==> src/rtl/smalldiv_pkg.sv <==
// Shared types and elaboration-time helpers for the radix converter and its divider.
package smalldiv_pkg;

    typedef enum logic [1:0] {
        IDLE   = 2'd0,
        DIVIDE = 2'd1,
        EMIT   = 2'd2
    } state_e;

    // Number of divisions by radix that reduce the largest width-bit value to zero.
    function automatic int max_digits(input int radix, input int width);
        longint unsigned v;
        longint unsigned r;
        int              n;
        v = (width >= 64) ? 64'hFFFF_FFFF_FFFF_FFFF : ((64'd1 << width) - 64'd1);
        r = 64'(radix);
        n = 0;
        for (int i = 0; i < 64; i++) begin
            if (v != 64'd0) begin
                v = v / r;
                n = n + 1;
            end
        end
        return (n < 1) ? 1 : n;
    endfunction

    function automatic int index_width(input int n);
        return (n > 1) ? $clog2(n) : 1;
    endfunction

endpackage

==> src/rtl/smalldiv.sv <==
// Divide-by-constant unit with optional input/output register stages.
module smalldiv #(
    parameter  int DIVIDER_VALUE  = 10,
    parameter  int DIVIDEND_WIDTH = 18,
    parameter  int REGISTER_IN    = 0,
    parameter  int REGISTER_OUT   = 0,
    localparam int REM_WIDTH      = (DIVIDER_VALUE > 1) ? $clog2(DIVIDER_VALUE) : 1
) (
    input  logic                      clock,
    input  logic                      reset_n,
    input  logic                      enable_i,
    input  logic [DIVIDEND_WIDTH-1:0] dividend_i,
    output logic [DIVIDEND_WIDTH-1:0] quotient_o,
    output logic [REM_WIDTH-1:0]      remainder_o
);

    localparam logic [DIVIDEND_WIDTH-1:0] DIVISOR = DIVIDEND_WIDTH'(DIVIDER_VALUE);

    logic [DIVIDEND_WIDTH-1:0] dvd;
    logic [DIVIDEND_WIDTH-1:0] quo;
    logic [DIVIDEND_WIDTH-1:0] rem_full;

    generate
        if (REGISTER_IN != 0) begin : g_reg_in
            logic [DIVIDEND_WIDTH-1:0] dvd_q;
            always_ff @(posedge clock or negedge reset_n) begin
                if (!reset_n)      dvd_q <= '0;
                else if (enable_i) dvd_q <= dividend_i;
            end
            assign dvd = dvd_q;
        end else begin : g_comb_in
            assign dvd = dividend_i;
        end
    endgenerate

    // Constant divisor lets synthesis reduce these to multiply/shift networks.
    assign quo      = dvd / DIVISOR;
    assign rem_full = dvd % DIVISOR;

    generate
        if (REGISTER_OUT != 0) begin : g_reg_out
            logic [DIVIDEND_WIDTH-1:0] quo_q;
            logic [REM_WIDTH-1:0]      rem_q;
            always_ff @(posedge clock or negedge reset_n) begin
                if (!reset_n) begin
                    quo_q <= '0;
                    rem_q <= '0;
                end else if (enable_i) begin
                    quo_q <= quo;
                    rem_q <= REM_WIDTH'(rem_full);
                end
            end
            assign quotient_o  = quo_q;
            assign remainder_o = rem_q;
        end else begin : g_comb_out
            assign quotient_o  = quo;
            assign remainder_o = REM_WIDTH'(rem_full);
        end
    endgenerate

    // Clock/reset/enable are only consumed by the optional register stages.
    logic unused_ok;
    assign unused_ok = &{1'b0, clock, reset_n, enable_i};

endmodule

==> src/rtl/smalldiv_radix_conv.sv <==
// Serial radix converter: emits the digits of a value LSD-first, one per DIVIDE/EMIT pair.
// SMALLDIV_RADIX_CONV_FIXED_LEN_EN: emit exactly MAX_DIGITS zero-padded digits per value.
module smalldiv_radix_conv
    import smalldiv_pkg::*;
#(
    parameter  int RADIX       = 10,
    parameter  int VALUE_WIDTH = 18,
    parameter  int DIGIT_WIDTH = $clog2(RADIX),
    localparam int MAX_DIGITS  = max_digits(RADIX, VALUE_WIDTH),
    localparam int INDEX_WIDTH = index_width(MAX_DIGITS)
) (
    input  logic                   clock,
    input  logic                   reset_n,
    input  logic                   in_valid,
    output logic                   in_ready,
    input  logic [VALUE_WIDTH-1:0] in_value,
    output logic                   out_valid,
    input  logic                   out_ready,
    output logic [DIGIT_WIDTH-1:0] out_digit,
    output logic [INDEX_WIDTH-1:0] out_index,
    output logic                   out_last
);

    localparam int REM_WIDTH = (RADIX > 1) ? $clog2(RADIX) : 1;
    localparam logic [INDEX_WIDTH-1:0] MAX_IDX = INDEX_WIDTH'(MAX_DIGITS - 1);

    state_e                 state_q, state_d;
    logic [VALUE_WIDTH-1:0] work_q, work_d;
    logic [DIGIT_WIDTH-1:0] digit_q, digit_d;
    logic [INDEX_WIDTH-1:0] index_q, index_d;
    logic                   last_q, last_d;

    logic [VALUE_WIDTH-1:0] quotient;
    logic [REM_WIDTH-1:0]   remainder;

    smalldiv #(
        .DIVIDER_VALUE (RADIX),
        .DIVIDEND_WIDTH(VALUE_WIDTH),
        .REGISTER_IN   (0),
        .REGISTER_OUT  (0)
    ) u_div (
        .clock      (clock),
        .reset_n    (reset_n),
        .enable_i   (1'b1),
        .dividend_i (work_q),
        .quotient_o (quotient),
        .remainder_o(remainder)
    );

    always_ff @(posedge clock or negedge reset_n) begin
        if (!reset_n) begin
            state_q <= IDLE;
            work_q  <= '0;
            digit_q <= '0;
            index_q <= '0;
            last_q  <= 1'b0;
        end else begin
            state_q <= state_d;
            work_q  <= work_d;
            digit_q <= digit_d;
            index_q <= index_d;
            last_q  <= last_d;
        end
    end

    always_comb begin
        state_d = state_q;
        work_d  = work_q;
        digit_d = digit_q;
        index_d = index_q;
        last_d  = last_q;
        unique case (state_q)
            IDLE: begin
                if (in_valid) begin
                    work_d  = in_value;
                    index_d = '0;
                    digit_d = '0;
                    last_d  = 1'b0;
                    state_d = DIVIDE;
                end
            end
            DIVIDE: begin
                digit_d = DIGIT_WIDTH'(remainder);
                work_d  = quotient;
`ifdef SMALLDIV_RADIX_CONV_FIXED_LEN_EN
                last_d  = (index_q == MAX_IDX);
`else
                // The index term is a backstop; the quotient always reaches zero by then.
                last_d  = (quotient == '0) || (index_q == MAX_IDX);
`endif
                state_d = EMIT;
            end
            EMIT: begin
                if (out_ready) begin
                    if (last_q) begin
                        state_d = IDLE;
                    end else begin
                        index_d = index_q + INDEX_WIDTH'(1);
                        state_d = DIVIDE;
                    end
                end
            end
            default: state_d = IDLE;
        endcase
    end

    // All outputs come straight from state/registers; out_ready only affects next state.
    assign in_ready  = (state_q == IDLE);
    assign out_valid = (state_q == EMIT);
    assign out_digit = digit_q;
    assign out_index = index_q;
    assign out_last  = last_q;

endmodule

==> config.mk <==
export PLATFORM = sky130hd
export DESIGN_NAME = smalldiv_radix_conv
export DESIGN_NICKNAME = d
export VERILOG_FILES = /design/src/rtl/smalldiv_pkg.sv /design/src/rtl/smalldiv.sv /design/src/rtl/smalldiv_radix_conv.sv
export SDC_FILE = /design/constraint.sdc
export NUM_CORES = 1
export LEC_CHECK = 0
export ABC_AREA = 1
export BUFFER_PORTS_ARGS = -buffer_cell sky130_fd_sc_hd__buf_2
export CORE_ASPECT_RATIO = 0.7
export CORE_UTILIZATION = 59
export DETAILED_ROUTE_END_ITERATION = 8
export GPL_ROUTABILITY_DRIVEN = 0
export PLACE_DENSITY = 0.87
export SYNTH_ARGS = -nofsm -noshare
export SYNTH_HDL_FRONTEND = slang
export SYNTH_SLANG_ARGS = --single-unit
==> constraint.sdc <==
create_clock -name clock -period 7 [get_ports clock]
set_input_delay 1.4 -clock clock [delete_from_list [all_inputs] [get_ports clock]]
set_output_delay 1.4 -clock clock [all_outputs]
set_load 0.005 [all_outputs]
== Word-level counts from Yosys, hierarchy flattened ==
Index checks and enable logic that the tools add are counted.

* Memories kept: 0
* Bits in read-only memories: 0
* Output and inout port bits: 10
* Bits in writable memories: 0
* Latch bits: 0
* Logic and storage cells: 36
* Register bits after elaboration: 28
* Bits of input ports: 22

* Eq/ne operators: 6
* Div/mod/pow operators: 2
* $add $sub $neg: 1
* Order comparisons: 0
* Shift-type cells: 0
* Reduce and logical (&&, ||, !) cells: 8
* Mux-type cells: 14
* Bitwise logic cells: 0
* Multipliers: 0

{| class="wikitable"
|+ Operators with widths
! kind !! count
|-
| one-hot mux 18 bit (2 select lines) || 1
|-
| divider 18 x 4 -> 18 bit, second input constant || 1
|-
| zero test 18 bit || 1
|-
| modulo 18 x 4 -> 18 bit, second input constant || 1
|-
| two-way mux 18 bit || 1
|-
| two-way mux 3 bit || 3
|-
| one-hot mux 4 bit (2 select lines) || 1
|-
| one-hot mux 2 bit (3 select lines) || 1
|-
| one-hot mux 3 bit (2 select lines) || 1
|-
| two-way mux 2 bit || 2
|-
| two-way mux 4 bit || 1
|-
| != test 2 bit, second input constant || 2
|-
| AND reduction 2 bit || 2
|-
| AND reduction 4 bit || 1
|-
| nonzero test 2 bit || 2
|-
| adder 3 x 1 -> 3 bit, second input constant || 1
|-
| equality test 3 bit, second input constant || 1
|-
| equality test 2 x 1 -> 1 bit, second input constant || 1
|-
| equality test 2 bit, second input constant || 1
|-
| zero test 2 bit || 1
|-
| two-way mux 1 bit || 2
|-
| != test 2 x 1 -> 1 bit, second input constant || 1
|-
| one-hot mux 1 bit (2 select lines) || 1
|-
| logical OR 1 bit || 1
|}

== Logic depth before layout (Yosys ltp) ==
Gate-level depths: netlist of the first run.

* Depth in word-level cells: 4
* Depth in mapped cells: 75

== Hierarchy ==
From an unflattened synthesis of the first run, not the netlist that was laid out.

* Cells, all modules: 443
* Area, all modules: 2924.1 um^2

{| class="wikitable"
|+ Modules (own cells, without submodules)
! module !! cells an instance !! area each (um^2) !! instances !! seq. area each (um^2)
|-
| smalldiv || 283 || 1600.3 || 1 || 0.0
|-
| smalldiv_radix_conv || 160 || 1323.8 || 1 || 700.7
|}

== Least setup slack after synthesis of the first run ==
OpenSTA, ideal clock, no wires.

* Path kind: register to register
* From: register work_q[15]
* To: register digit_q[3], in the netlist out_digit[3]
* Data required time: 6.883 ns
* Arrival time: 5.361 ns
* Cell stages (with the launch flop): 71
* Slack: 1.521 ns
* Cell sequence: dfrtp_1 -> nor2_1 -> inv_2 -> o21ai_1 -> inv_2 -> nand2_4 -> nand2_1 -> nand2_2 -> inv_2 -> nand2_4 -> nand3_2 -> nand2_2 -> nand2_2 -> nand2_4 -> nand2_4 -> nand2_1 -> nand2_2 -> inv_2 -> [35 not listed] -> nand2_2 -> inv_2 -> nand2_4 -> nand2_4 -> nand2_2 -> nand2_2 -> inv_2 -> nand2_2 -> nand2_4 -> nand2_2 -> nand2_1 -> clkinv_2 -> ha_1 -> nand3b_1 -> nand2_1 -> nand2_1 -> nand3_1 -> nand2_1

* Longest elaborated chain between the ends: 2

{| class="wikitable"
|+ Ends and longest elaborated chain
! element !! RTL line !! RTL
|-
| start: declaration || smalldiv_radix_conv.sv:28 || <nowiki>logic [VALUE_WIDTH-1:0] work_q, work_d;</nowiki>
|-
| start signal: assignment || smalldiv_radix_conv.sv:59 || <nowiki>work_q <= work_d;</nowiki>
|-
| modulo 18 x 4 -> 18 bit || smalldiv.sv:38 || <nowiki>assign rem_full = dvd % DIVISOR;</nowiki>
|-
| one-hot mux 4 bit (2 select lines) || smalldiv_radix_conv.sv:72 || <nowiki>unique case (state_q)</nowiki>
|-
| end signal: assignment || smalldiv_radix_conv.sv:60 || <nowiki>digit_q <= digit_d;</nowiki>
|-
| end: declaration || smalldiv_radix_conv.sv:29 || <nowiki>logic [DIGIT_WIDTH-1:0] digit_q, digit_d;</nowiki>
|}

No other way between the ends.
A chain may end at the register's enable or synchronous reset.

== Worst setup path after layout of the first run ==
Same ends and word-level chain as after synthesis.

==> flow_summary.toml, run 1 <==
[global_routing]
track_usage_pct = 27.1
grt_pass1_vias = 2607
grt_pass1_wl_um = 10900
grt_antenna_before_repair = 0
grt_overflow = 0
grt_max_degree = 34

[critical_path]
cp_slowest_cell = "dfrtp_1"
critical_path.max_fanout = 6
end_kind = "register"
worstPathRequired_ns = 7.18
cpMostUsedCell = "nand2_2"
start_kind = "register"
crit_buf_inv = 11
path_delay_family = "simple AND/OR/NAND/NOR gates"
cp.arrival_ns = 6.45
cpPeakStageDelay_ns = 0.41
worstSetupPathType = "register to register"

[yosys]
ys_warn_count = 0
async_flop_share_pct = 100
synth_cell_types = 32
yosysMostFrequentCell = "nand2_1"
synthTopCellsByCount = "nand2_1 (96), nand3_1 (56), nand2_2 (46), inv_1 (34), dfrtp_1 (28)"
synth_edf_count = 0
synth_seq_area_share_pct = 25.5
synth_flop_cell = "dfrtp_1"
ys_ff_latch = 28
yosysTopAreaCell = "dfrtp_1"
syn_inst = 411
syn-num-nets = 436
netlist.area_leader.share_pct = 25.5
netlist_area_um2 = 2740
avgSynthCellArea_um2 = 6.67
synth.area.top_cells = "dfrtp_1 (26%), nand2_1 (13%), nand2_2 (10%), nand3_1 (10%), nand2_4 (7.4%)"

[floorplanning]
rows = 20
fp.dieW_um = 83.5
dieArea_um2 = 4930
start_util_pct = 62.3
ios = 32
die_h_um = 59.0
core_um2 = 4400

[routing]
drtIter0Drc = 175
routed_wl_um = 6280
drc_errors = 0
dr_total_vias = 2763
dr.pass1.iters = 4
routedWlPerCell_um = 12.7
via_per_inst = 5.58
drtAntennaViolNets = 0

[timing]
final.period_utilization_pct = 89.6
hold_violations = 0
max_freq_ghz = 0.159
fin_setup_tns_ns = 0
hold_ws_ns = 0.501
slew_headroom_pct = 34.2
finalMaxSlewViolations = 0
setup_viol = 0
post-route-min-period_ns = 6.27
grt_setup_unrepaired = "false"
worst_slew_pin_slew_ns = 0.985
fin_skew_ns = 0.00385
setup_ws_ns = 0.725

[clock_network]
clk_path_buf_depth = 2
cts_made_buffers = 3
holdBufCountCts = 0
cts_tree = "built"
post_cts_buffers = 0
ctsHtreeMaxLevel = 1
clkSlewWorstSetupHoldPaths_ns = 0.09
clkLatencyLatePin_ns = 0.28
cts_root_buffer = "clkbuf_8"
cts_sinks = 28
cts.repair.resized = 0

[final_layout]
drive_gt1_share_pct = 32.5
fin_nets = 466
area_growth_pct = 9.08
diodes = 0

[placed_design]
dp_slack_ns = 0.836
portBuffers = 31
hpwlAfterDp_um = 4910

[min_path]
hold_path_class = "register to register"

[run]
cap_violations = 0

[outcome]
run_status = "finished clean"
==> cell type report <==
| type | instances | area (um^2) |
|---|---|---|
| tap | 55 | 68.8 |
| fill | 351 | 1410 |
| sequential | 28 | 701 |
| inverter | 60 | 233 |
| timing repair buffer | 31 | 155 |
| clock buffer | 4 | 55.1 |
| multi-input combinational | 317 | 1780 |
==> worst min-delay path, stage by stage (launching register included) <==
cell and delay, ns:
dfrtp_1 0.36, nand2_1 0.06, nand2_1 0.06
==> stage by stage <==
step                cells  util (%)  area, um^2
global placement      491      66.7        2940
CTS                   495      67.9        2990
global route          495      67.9        2990
finish                495      67.9        2990
floorplan             411         -        2740
detailed placement    491      66.7        2940
==> sequential cells by signal (all words and copies together) (netlist names) <==
register   count
out_digit      4
out_index      3
out_last       1
state_q        2
work_q        18
==> logic make-up (layout without fill, tap and decap cells) <==
family                   Yosys count  after routing  synth area share [%]
AO/OA/AOI/OAI                     49             49                  11.1
adder cells (fa/ha/maj)            3              3                  1.37
buffers and inverters             66             95                  9.58
flip-flops                        28             28                  25.5
AND/OR/NAND/NOR                  265            265                  52.4
==> worst paths after layout <==
check | from | endpoint | slack (ns) | cells past startpoint
setup / recovery | work_q[15]$_DFFE_PN0P_ | out_digit[3]$_DFFE_PN0P_ | 0.73 | 63
hold / removal | out_digit[3]$_DFFE_PN0P_ | out_digit[3]$_DFFE_PN0P_ | 0.50 | 2
setup reg to reg | work_q[15]$_DFFE_PN0P_ | out_digit[3]$_DFFE_PN0P_ | 0.73 | 63
hold reg to reg | out_digit[3]$_DFFE_PN0P_ | out_digit[3]$_DFFE_PN0P_ | 0.50 | 2
max in group asynchronous | reset_n | work_q[15]$_DFFE_PN0P_ | 5.47 | 1
min in group asynchronous | reset_n | out_digit[2]$_DFFE_PN0P_ | 1.13 | 1
==> metal layers <==
metal | up-vias | share of wire (%) | GRT usage, %
li1 | 1401 | - | -
met1 | 1282 | 51 | 37.4
met2 | 74 | 44 | 46.8
met3 | 6 | 4.2 | 3.20
met4 | 0 | 0.81 | 6.05
met5 | - | 0 | 0
==> placed cells by master (no fill, tap or decap) <==
cell type / Yosys / routed
nand2_4: 18 / 18
nand4_1: 6 / 6
o21bai_1: 1 / 1
a21oi_1: 1 / 1
clkinv_1: 1 / 1
nor4_1: 2 / 2
o2111ai_1: 1 / 1
a31oi_2: 1 / 1
inv_1: 34 / 34
clkbuf_8: 0 / 4
o21ai_1: 5 / 5
buf_2: 0 / 31
a22oi_2: 1 / 1
nand2_1: 96 / 96
inv_4: 2 / 2
nand3b_1: 1 / 1
nor2_2: 1 / 1
o22ai_1: 15 / 15
nand3_1: 56 / 56
a22o_1: 1 / 1
inv_2: 21 / 21
o21ai_2: 4 / 4
nand3_4: 2 / 2
and3_1: 1 / 1
nor2_1: 23 / 23
clkinv_2: 2 / 2
nand3_2: 10 / 10
dfrtp_1: 28 / 28
nor3_1: 3 / 3
nand2_2: 46 / 46
o21ai_0: 19 / 19
ha_1: 3 / 3
Power of run 1 is not shown: default switching activity piles up to over one toggle a cycle in this logic, so the estimate is an artifact.
==> inputs of run 2 (changes only) <==
--- a/config.mk
+++ b/config.mk
@@ -11,7 +11,8 @@
 export CORE_UTILIZATION = 59
 export DETAILED_ROUTE_END_ITERATION = 8
 export GPL_ROUTABILITY_DRIVEN = 0
-export PLACE_DENSITY = 0.87
+export HOLD_SLACK_MARGIN = 0.05
+export PLACE_DENSITY_LB_ADDON = 0.15
 export SYNTH_ARGS = -nofsm -noshare
 export SYNTH_HDL_FRONTEND = slang
 export SYNTH_SLANG_ARGS = --single-unit
==> run 2 against run 1 <==
  * Clock skew grew 0.00064 ns
  * Die area is the same
  * Register-to-register slack improved by 0.08 ns
  * Cell area down 0.46%
  * Sequential share of layout area rose by 0.11 points
  * First-iteration DRC count grew 0.57%
  * Critical path type unchanged
  * Critical endpoint unchanged
==> flow_summary.toml, run 2 (synthesis gave the netlist of run 1 again) <==
[outcome]
run_status = "finished clean"

[clock_network]
holdBufCountCts = 0
post_cts_buffers = 0
cts.repair.resized = 0
cts_sinks = 28
ctsHtreeMaxLevel = 1
clkLatencyLatePin_ns = 0.27
clk_path_buf_depth = 2
cts_root_buffer = "clkbuf_8"
cts_made_buffers = 3
cts_tree = "built"
clkSlewWorstSetupHoldPaths_ns = 0.09

[critical_path]
rr_worst_depth = 62
start_kind = "register"
critical_path.max_fanout = 6
cpMostUsedCell = "nand2_2"
startpoint = "work_q[15]$_DFFE_PN0P_"
worstPathRequired_ns = 7.17
crit_buf_inv = 10
rr_startpoint = "work_q[15]$_DFFE_PN0P_"
path_delay_family = "simple AND/OR/NAND/NOR gates"
end_kind = "register"
cpPeakStageDelay_ns = 0.42
cp_slowest_cell = "dfrtp_1"
worstSetupPathType = "register to register"
cp.arrival_ns = 6.36
r2r_setup_slack_ns = 0.80
r2r_end = "out_digit[3]$_DFFE_PN0P_"

[global_routing]
grt_pass1_vias = 2430
top_usage_layer = "met2"
track_usage_pct = 26.2
grt_overflow = 0
grt_util_met2_pct = 40.7
grt_max_degree = 34
grtUsageMet3_pct = 2.92
grt_pass1_wl_um = 10600
grt_antenna_before_repair = 0
grt_use_met1_pct = 40.2

[routing]
dr.pass1.iters = 4
drtAntennaViolNets = 0
drc_errors = 0
drtIter0Drc = 176
routedWlPerCell_um = 12.3
via_per_inst = 5.41
dr_total_vias = 2673
routed_wl_um = 6100

[timing]
finalMaxSlewViolations = 0
fin_skew_ns = 0.00449
fin_setup_tns_ns = 0
setup_viol = 0
max_freq_ghz = 0.161
slew_headroom_pct = 39.0
final.period_utilization_pct = 88.5
hold_violations = 0
worst_slew_pin_slew_ns = 0.913
post-route-min-period_ns = 6.20
grt_setup_unrepaired = "false"

[placed_design]
portBuffers = 31
hpwlAfterDp_um = 4850

[final_layout]
layout_common_cells = "nand2_1 (96), nand3_1 (56), nand2_2 (46)"
diodes = 0
area_growth_pct = 8.58
drive_gt1_share_pct = 32.3
multiInputGateArea_um2 = 1780
largest_register_ffs = 18
top_register = "work_q"
fin_nets = 466
fillers = 416
final_common_cell = "nand2_1"
regArea_um2 = 701

[floorplanning]
fp.dieW_um = 83.5
die_h_um = 59.0
dieArea_um2 = 4930
core_um2 = 4400
start_util_pct = 62.3
rows = 20
ios = 32

[run]
cap_violations = 0

[min_path]
hold_path_class = "register to register"
hold-path-endpoint = "out_digit[3]$_DFFE_PN0P_"
worstHoldStart = "out_digit[3]$_DFFE_PN0P_"
hold_path_depth = 2
## run 2: cell count changes in the layout (fill, tap and decap cells not counted)
cell | before | now
clkbuf_8 | 4 | 3
## run 2: layer usage
metal	vias up	routed length [um]
li1	1404	-
met1	1203	3230
met2	62	2580
met3	4	262
met4	0	26
met5	-	0
## run 2: layout make-up
type / count / area share (%)
multi-input combinational: 317 / 59.7
sequential: 28 / 23.5
inverter: 60 / 7.82
timing repair buffer: 31 / 5.21
tap: 55 / 2.31
clock buffer: 3 / 1.39
## run 2: worst max path at each step
stage,endpoint,slack (ns),cells after the start
after floorplan,out_digit[3]$_DFFE_PN0P_,1.52,70
after global placement,out_digit[3]$_DFFE_PN0P_,1.04,66
after detailed placement,out_digit[3]$_DFFE_PN0P_,0.81,64
after CTS,out_digit[3]$_DFFE_PN0P_,0.78,64
after global routing,out_digit[3]$_DFFE_PN0P_,0.004,66
final,out_digit[3]$_DFFE_PN0P_,0.80,62
## run 2: worst min-delay path, cell delays in order (launching register included)
cell and delay, ns:
dfrtp_1 0.36, nand2_1 0.05, nand2_1 0.05
## run 2: stage by stage
stage	worst slack (ns)	hold slack (ns)	area (um^2)	instances	utilization, %
after global placement	1.04	0.465	2940	491	66.7
after detailed placement	0.815	0.468	2940	491	66.7
after CTS	0.777	0.492	2980	494	67.6
after floorplan	1.52	0.459	2740	411	-
after global routing	0.00406	0.523	2980	494	67.6
final	0.803	0.492	2980	494	67.6
Power of run 2 is left out for the same reason.
==> inputs of run 3 (changes only) <==
--- a/config.mk
+++ b/config.mk
@@ -8,11 +8,13 @@
 export ABC_AREA = 1
 export BUFFER_PORTS_ARGS = -buffer_cell sky130_fd_sc_hd__buf_2
 export CORE_ASPECT_RATIO = 0.7
-export CORE_UTILIZATION = 59
+export CORE_UTILIZATION = 60
+export CTS_BUF_LIST = sky130_fd_sc_hd__clkbuf_2
 export DETAILED_ROUTE_END_ITERATION = 8
 export GPL_ROUTABILITY_DRIVEN = 0
 export HOLD_SLACK_MARGIN = 0.05
 export PLACE_DENSITY_LB_ADDON = 0.15
+export RECOVER_POWER = 25
 export SYNTH_ARGS = -nofsm -noshare
 export SYNTH_HDL_FRONTEND = slang
 export SYNTH_SLANG_ARGS = --single-unit
==> constraint.sdc (replaced) <==
create_clock -name clock -period 7.85 [get_ports clock]
set_input_delay 1.57 -clock clock [delete_from_list [all_inputs] [get_ports clock]]
set_output_delay 1.57 -clock clock [all_outputs]
set_load 0.005 [all_outputs]
==> run 3 against run 2 <==
  * Hold slack improved by 0.017 ns
  * Non-clock buffer count unchanged
  * Worst setup slack improved by 0.77 ns
  * Utilization increased by 0.83 points
  * Register-to-register slack improved by 0.77 ns
  * Clock-buffer cell count unchanged
  * Critical path depth increased by 2
  * Sequential share of layout area about the same
  * Flip-flop and latch count unchanged
  * Clock skew increased by 0.021 ns
  * Fmax decreased by 1.3%
  * Via count increased by 0.19%
  * Critical path type unchanged
  * Largest cell class unchanged
==> flow_summary.toml, run 3 (synthesis gave the netlist of run 1 again) <==
[outcome]
run_status = "finished clean"

[routing]
routedWlPerCell_um = 12.2
dr_total_vias = 2678
drc_errors = 0
wl_met2_um = 2520
drtIter0Drc = 188
via_per_inst = 5.41
drtAntennaViolNets = 0
routed_wl_um = 6050
wl_met3_um = 300
dr.max_layer_used = "met4"
met1_length_um = 3220
dr.pass1.iters = 5

[critical_path]
cpPeakStageDelay_ns = 0.48
critical_path.max_fanout = 6
worstSetupPathType = "register to register"
r2r_end = "out_digit[3]$_DFFE_PN0P_"
cp.arrival_ns = 6.57
r2r_setup_slack_ns = 1.57
worstPathRequired_ns = 8.14
rr_startpoint = "work_q[16]$_DFFE_PN0P_"
end_kind = "register"
cpMostUsedCell = "nand2_2"
cp_slowest_cell = "dfrtp_1"
rr_worst_depth = 64
start_kind = "register"

[final_layout]
fillers = 372
layout_common_cells = "nand2_1 (96), nand3_1 (56), nand2_2 (46)"
drive_gt1_share_pct = 32.3
multiInputGateArea_um2 = 1780
regArea_um2 = 701
diodes = 0
utilization_pct = 68.4
final_common_cell = "nand2_1"
top_register = "work_q"
area_growth_pct = 8.67
largest_register_ffs = 18
fin_nets = 466

[timing]
grt_setup_unrepaired = "false"
worst_slew_pin_slew_ns = 1.47
hold_ws_ns = 0.509
hold_violations = 0
fin_setup_tns_ns = 0
setup_viol = 0
finalMaxSlewViolations = 0
max_freq_ghz = 0.159
post-route-min-period_ns = 6.28
final.period_utilization_pct = 80.0
slew_headroom_pct = 1.93
fin_skew_ns = 0.0253

[min_path]
hold_path_class = "register to register"
hold_path_depth = 2
hold-path-endpoint = "out_digit[1]$_DFFE_PN0P_"
worstHoldStart = "out_digit[1]$_DFFE_PN0P_"

[clock_network]
cts.repair.resized = 0
clk_path_buf_depth = 2
cts_tree = "built"
cts_made_buffers = 3
cts_sinks = 28
cts_root_buffer = "clkbuf_2"
ctsHtreeMaxLevel = 1
post_cts_buffers = 0
clkLatencyLatePin_ns = 0.38
clkSlewWorstSetupHoldPaths_ns = 0.28
holdBufCountCts = 0

[floorplanning]
core_um2 = 4350
dieArea_um2 = 4850
die_h_um = 58.6
fp.dieW_um = 82.8
start_util_pct = 63.0
rows = 20
ios = 32

[global_routing]
grt_pass1_vias = 2270
grt_pass1_wl_um = 10300
grt_antenna_before_repair = 0
track_usage_pct = 25.4
grt_overflow = 0
grt_max_degree = 34

[placed_design]
portBuffers = 31
hpwlAfterDp_um = 4780

[run]
cap_violations = 0
==> run 3: layout make-up <==
| cell class | count | share of cell area [%] |
|---|---|---|
| inverter | 60 | 7.81 |
| timing repair buffer | 31 | 5.16 |
| clock buffer | 3 | 0.504 |
| sequential | 28 | 23.5 |
| multi-input combinational | 317 | 59.7 |
| clock inverter | 1 | 1.01 |
| tap | 55 | 2.31 |
==> run 3: how the worst max path moves through the flow <==
stage                                       from                       end  cells after the start
final                     work_q[16]$_DFFE_PN0P_  out_digit[3]$_DFFE_PN0P_                     64
after global routing      work_q[16]$_DFFE_PN0P_  out_digit[3]$_DFFE_PN0P_                     62
after CTS                 work_q[16]$_DFFE_PN0P_  out_digit[3]$_DFFE_PN0P_                     64
after detailed placement  work_q[15]$_DFFE_PN0P_  out_digit[3]$_DFFE_PN0P_                     64
after global placement    work_q[15]$_DFFE_PN0P_  out_digit[3]$_DFFE_PN0P_                     64
after floorplan           work_q[15]$_DFFE_PN0P_  out_digit[3]$_DFFE_PN0P_                     70
==> run 3: worst max-delay path: cells and delay by family, from the launching register on <==
kind | cells | cell delay [ns]
flip-flops | 1 | 0.48
AND/OR/NAND/NOR | 47 | 3.99
AO/OA/AOI/OAI | 4 | 0.65
buffers and inverters | 12 | 0.87
adder cells (fa/ha/maj) | 1 | 0.19
==> run 3: per-layer routing <==
layer,track usage [%],vias up
met3,2.95,2
met5,0,-
met4,2.22,0
met1,41.7,1203
li1,-,1400
met2,36.8,73
==> run 3: through the flow <==
stage | worst slack (ns) | instances | cell area (um^2)
global placement | 1.87 | 491 | 2940
detailed placement | 1.67 | 491 | 2940
floorplan | 2.37 | 411 | 2740
finish | 1.57 | 495 | 2980
global route | 0.909 | 495 | 2980
CTS | 1.60 | 495 | 2980
Power of run 3 is left out for the same reason.
